$ cat config.mk
export PLATFORM = sky130hd
export DESIGN_NAME = tia_pf_serializer_flat
export DESIGN_NICKNAME = d
export VERILOG_FILES = /design/src/rtl/tia_pf_serializer_if.sv /design/src/rtl/tia_pf_serializer.sv /design/src/flat_wrapper.sv
export SDC_FILE = /design/constraint.sdc
export NUM_CORES = 1
export LEC_CHECK = 0
export CAP_MARGIN = 10
export CORE_ASPECT_RATIO = 1.1
export CORE_UTILIZATION = 40
export CTS_BUF_LIST = sky130_fd_sc_hd__clkbuf_8
export CTS_CLUSTER_DIAMETER = 100
export DETAILED_ROUTE_END_ITERATION = 7
export SYNTH_ARGS = -nofsm -noshare
export SYNTH_HDL_FRONTEND = slang
export SYNTH_SLANG_ARGS = --single-unit
$ cat constraint.sdc
create_clock -name clkp -period 3.6 [get_ports clkp]
set_input_delay 0.9 -clock clkp [delete_from_list [all_inputs] [get_ports clkp]]
set_output_delay 0.9 -clock clkp [all_outputs]
set_load 0.02 [all_outputs]
$ cat src/rtl/tia_pf_serializer_if.sv
// rtl/tia_pf_serializer_if.sv - playfield serializer tick, start, register-write and pixel signals
interface tia_pf_serializer_if;
  logic       hclk_en;
  logic       cnt;
  logic       rhb;
  logic       ref_bar;
  logic [7:0] d;
  logic       pf0;
  logic       pf1;
  logic       pf2;
  logic       cntd;
  logic       pf;

  modport master (
    output hclk_en, cnt, rhb, ref_bar, d, pf0, pf1, pf2,
    input  cntd, pf
  );

  modport slave (
    input  hclk_en, cnt, rhb, ref_bar, d, pf0, pf1, pf2,
    output cntd, pf
  );
endinterface

$ cat src/rtl/tia_pf_serializer.sv
// rtl/tia_pf_serializer.sv - TIA playfield serializer; TIA_PF_REFLECT_EN enables mirrored right half
module tia_pf_serializer (
  input logic             clkp,
  input logic             reset_bar,
  tia_pf_serializer_if.slave bus
);

  logic [3:0]  pf0_q;
  logic [7:0]  pf1_q;
  logic [7:0]  pf2_q;
  logic [19:0] scan_vec;
  logic [4:0]  pos_q, pos_d;
  logic        active_q, active_d;
  logic        fwd_start;
  logic        sel_bit;
  logic        pf_stage_q;
  logic        pf_q;
  logic        cntd_q;

`ifdef TIA_PF_REFLECT_EN
  logic        rev_q, rev_d;
  logic        rev_start;
  assign fwd_start = bus.rhb | (bus.cnt & bus.ref_bar);
  assign rev_start = bus.cnt & ~bus.ref_bar;
`else
  assign fwd_start = bus.rhb | bus.cnt;
`endif

  // Bit p of scan_vec is forward scan position p; PF1 is scanned MSB first.
  always_comb begin
    scan_vec = '0;
    scan_vec[3:0]   = pf0_q;
    scan_vec[19:12] = pf2_q;
    for (int i = 0; i < 8; i++) begin
      scan_vec[4 + i] = pf1_q[7 - i];
    end
  end

  always_comb begin
    pos_d    = pos_q;
    active_d = active_q;
`ifdef TIA_PF_REFLECT_EN
    rev_d    = rev_q;
`endif
    if (fwd_start) begin
      pos_d    = 5'd0;
      active_d = 1'b1;
`ifdef TIA_PF_REFLECT_EN
      rev_d    = 1'b0;
    end else if (rev_start) begin
      pos_d    = 5'd19;
      active_d = 1'b1;
      rev_d    = 1'b1;
    end else if (active_q && rev_q) begin
      if (pos_q == 5'd0) active_d = 1'b0;
      else               pos_d    = pos_q - 5'd1;
`endif
    end else if (active_q) begin
      if (pos_q == 5'd19) active_d = 1'b0;
      else                pos_d    = pos_q + 5'd1;
    end
  end

  // The tick reads the position it lands on, so a start shows its bit immediately.
  assign sel_bit = active_d & scan_vec[pos_d];

  always_ff @(posedge clkp) begin
    if (!reset_bar) begin
      pf0_q      <= '0;
      pf1_q      <= '0;
      pf2_q      <= '0;
      pos_q      <= '0;
      active_q   <= 1'b0;
`ifdef TIA_PF_REFLECT_EN
      rev_q      <= 1'b0;
`endif
      pf_stage_q <= 1'b0;
      pf_q       <= 1'b0;
      cntd_q     <= 1'b0;
    end else begin
      if (bus.pf0) pf0_q <= bus.d[7:4];
      if (bus.pf1) pf1_q <= bus.d;
      if (bus.pf2) pf2_q <= bus.d;
      if (bus.hclk_en) begin
        pos_q      <= pos_d;
        active_q   <= active_d;
`ifdef TIA_PF_REFLECT_EN
        rev_q      <= rev_d;
`endif
        pf_stage_q <= sel_bit;
        cntd_q     <= bus.cnt;
      end
      pf_q <= pf_stage_q;
    end
  end

  assign bus.pf   = pf_q;
  assign bus.cntd = cntd_q;

endmodule

$ cat src/flat_wrapper.sv
// flat-port wrapper written by rule: the top's interface ports become plain ports
module tia_pf_serializer_flat 
  (clkp, reset_bar, bus_hclk_en, bus_cnt, bus_rhb, bus_ref_bar, bus_d, bus_pf0, bus_pf1, bus_pf2, bus_cntd, bus_pf);
  tia_pf_serializer_if bus_i ();
  input logic clkp;
  input logic reset_bar;
  input wire logic [$bits(bus_i.hclk_en)-1:0] bus_hclk_en;
  input wire logic [$bits(bus_i.cnt)-1:0] bus_cnt;
  input wire logic [$bits(bus_i.rhb)-1:0] bus_rhb;
  input wire logic [$bits(bus_i.ref_bar)-1:0] bus_ref_bar;
  input wire logic [$bits(bus_i.d)-1:0] bus_d;
  input wire logic [$bits(bus_i.pf0)-1:0] bus_pf0;
  input wire logic [$bits(bus_i.pf1)-1:0] bus_pf1;
  input wire logic [$bits(bus_i.pf2)-1:0] bus_pf2;
  output wire logic [$bits(bus_i.cntd)-1:0] bus_cntd;
  output wire logic [$bits(bus_i.pf)-1:0] bus_pf;
  assign bus_i.hclk_en = bus_hclk_en;
  assign bus_i.cnt = bus_cnt;
  assign bus_i.rhb = bus_rhb;
  assign bus_i.ref_bar = bus_ref_bar;
  assign bus_i.d = bus_d;
  assign bus_i.pf0 = bus_pf0;
  assign bus_i.pf1 = bus_pf1;
  assign bus_i.pf2 = bus_pf2;
  assign bus_cntd = bus_i.cntd;
  assign bus_pf = bus_i.pf;
  tia_pf_serializer u_core (.clkp(clkp), .reset_bar(reset_bar), .bus(bus_i));
endmodule
==> impl_metrics.yaml <==
detailed_routing:
  drc: 0
  wl_um: 3555
  wl_per_cell_um: 14.75
  via_count: 1306
  drtIter0Drc: 89
  ant_nets: 0
  drtPass1Iterations: 4
  vias_per_cell: 5.419
floorplan:
  start_util_pct: 43.15
  ios: 19
  coreArea_um2: 3770
  dieHeight_um: 68.88
  rows: 23
  die_w_um: 62.80
  die_area_um2: 4326
setup_path:
  cp_max_fo: 8
  cp.required_ns: 3.80
  crit_type: "in -> reg"
  cp-end-kind: "flop"
  cp_slowest_cell: "nor2_1"
  critPathLaunchType: "primary input"
  path_cells: "clkdlybuf4s50_1 -> nor2_1 -> o21ai_0 -> nor4b_1 -> nor3_1 -> a31oi_1"
  slowest_delay_ns: 0.49
  crit_arrival_ns: 2.80
place:
  place_congestion: 0.8681
  placed_area_um2: 1822
  portBuffers: 17
  hpwl_um: 2658
cts:
  cts_resized: 0
  cts_tree: "yes"
  clock_tree.buffer_depth: 2
  htree_levels: 2
  root_buffer: "clkbuf_8"
  clock_sinks: 29
  clk_pin_slew_ns: 0.05
  cts_setup_buffers: 0
  cts_hold_buf: 0
  clkLatencyLatePin_ns: 0.28
  cts_buffers: 5
layout:
  final_area_um2: 1908
  ff_latch_area_um2: 580.6
  drive_above_1_share_pct: 8.901
  n_fill_cell: 363
  final_nets: 209
  diodes: 0
  multi_input_area_um2: 982.2
  area_growth_pct: 17.31
power_and_ir_drop:
  total_power_uw: 706.0
  powerDensity_nw_per_um2: 370.0
  p_int_uw: 534.1
  p_seq_share_pct: 49.5
  power_frac_comb_pct: 13.1
  p_switching_uw: 171.9
  p_leak_uw: 0.0007573
  pwr-share-clk_pct: 37.4
  switching_share_pct: 24.35
  peakVddDrop_mv: 0.1804
sta:
  drv_slew: 0
  min_period_ns: 2.604
  setup-violations-final: 0
  max_freq_mhz: 384.0
  final-hold-violation-count: 0
  fin_crit_sh_pct: 72.33
  rsz0062_at_grt: "false"
  tns_ns: 0
  finalClockSkew_ns: 0.007749
  maxSlewHeadroom_pct: 60.00
  worst_slew_pin_slew_ns: 0.5977
grt:
  track_usage_pct: 18.20
  grt_max_degree: 19
  overflow: 0
  antenna_found_initial: 0
  grt_pass1_vias: 1258
  grt_pass1_wl_um: 5982
yosys:
  synth_top_flop_cell: "dfxtp_1"
  avgSynthCellArea_um2: 9.190
  synth_nets: 195
  synth_edf_count: 0
  ys_ff_latch: 29
  postSynthCellCount: 177
  syn_area_um2: 1627
  yosys_warnings: 0
  ys_types: 41
  async_flop_share_pct: 0
  synth-seq-area-share_pct: 35.69
min_path:
  hold_class: "reg -> reg"
status:
  status: "finished clean"
run:
  drv_cap: 0
metrics by stage:
| stage | std cells | util [%] | hold WS, ns | setup slack, ns |
|---|---|---|---|---|
| finish | 241 | 50.61 | 0.4511 | 0.9960 |
| global route | 241 | 50.61 | 0.4769 | 0.8800 |
| CTS | 241 | 50.61 | 0.4497 | 1.067 |
| detailed placement | 234 | 48.32 | 0.4353 | 0.7833 |
| global placement | 234 | 48.32 | 0.4330 | 0.8428 |
| floorplan | 177 | - | 0.4042 | 1.559 |
routing by layer:
layer	vias up	routed length [um]	global-route usage (%)
li1	650	-	-
met1	626	1640	21.87
met2	24	1747	31.79
met3	6	115	4.441
met4	0	52	6.977
met5	-	0	0
sequential cells by signal (all words and copies together), names as in the netlist:
| name | cells |
|---|---|
| u_core.pf1_q | 8 |
| u_core.pf2_q | 8 |
| u_core.active_q | 1 |
| u_core.pf_stage_q | 1 |
| u_core.pos_q | 5 |
| u_core.bus.cntd | 1 |
| u_core.bus.pf | 1 |
| u_core.pf0_q | 4 |
cells in the mapped netlist (2+ instances only):
| master | instances | share of area (%) |
|---|---|---|
| a21oi_1 | 5 | 1.5 |
| a31oi_1 | 6 | 2.3 |
| buf_1 | 2 | 0.46 |
| buf_2 | 3 | 0.92 |
| clkbuf_1 | 6 | 1.4 |
| dfxtp_1 | 29 | 36 |
| inv_1 | 5 | 1.2 |
| mux2i_1 | 33 | 20 |
| nand2_1 | 9 | 2.1 |
| nand3_1 | 5 | 1.5 |
| nand4_1 | 3 | 1.2 |
| nor2_1 | 6 | 1.4 |
| nor2b_1 | 26 | 10 |
| nor3_1 | 7 | 2.2 |
| nor3b_1 | 2 | 0.92 |
| o21ai_0 | 5 | 1.5 |
placed cells by master (no fill, tap or decap), types with 2 or more instances in the layout:
| cell | n |
|---|---|
| nor3_1 | 7 |
| clkbuf_8 | 6 |
| nand2_1 | 9 |
| a31oi_1 | 6 |
| inv_1 | 6 |
| nor2_1 | 6 |
| a21oi_1 | 5 |
| nor2b_1 | 26 |
| o21ai_0 | 5 |
| nand4_1 | 3 |
| clkdlybuf4s50_1 | 17 |
| dfxtp_1 | 29 |
| nor3b_1 | 2 |
| mux2i_1 | 33 |
| nand3_1 | 5 |
critical path: cells and delay by family:
family                 cells  cell delay (ns)
AND/OR/NAND/NOR            3             0.99
AO/OA/AOI/OAI              2             0.47
buffers and inverters      1             0.43
cell type report:
class                   count  area share, %
inverters                   5         0.9836
well taps                  50          3.279
repair buffers             18          9.311
clock buffers               6          4.328
multi-input cells         132          51.48
flip-flops and latches     29          30.43
clock inverters             1         0.1967
power groups by stage:
| stage | Clock (uW) | Combinational, uW | Sequential, uW |
|---|---|---|---|
| after global placement | 0 | 90.5 | 355 |
| after detailed placement | 0 | 92.2 | 356 |
| after floorplan | 0 | 62.8 | 351 |
| final | 264 | 92.6 | 349 |
| after global routing | 288 | 101 | 351 |
| after CTS | 271 | 92.8 | 349 |
cell families (layout without fill, tap and decap cells):
family	after synthesis	after routing	share of synthesized area (%)
compound gates	25	25	10.62
xor+xnor	2	2	1.077
fa+ha+maj	1	1	0.7691
buf+inv	16	30	3.923
flops	29	29	35.69
mux	33	33	20.31
simple gates	71	71	27.62
worst paths after layout:
kind                            slack (ns)  cells after the start         startpoint           endpoint
worst max-delay path                   1.0                      6            bus_cnt  u_core.pf_stage_q
worst min-delay path                  0.45                      2  u_core.pf_stage_q      u_core.bus.pf
worst max register to register        1.16                      8    u_core.pos_q[0]  u_core.pf_stage_q
worst min register to register        0.45                      2  u_core.pf_stage_q      u_core.bus.pf
Power figures use the tool's default switching activity.
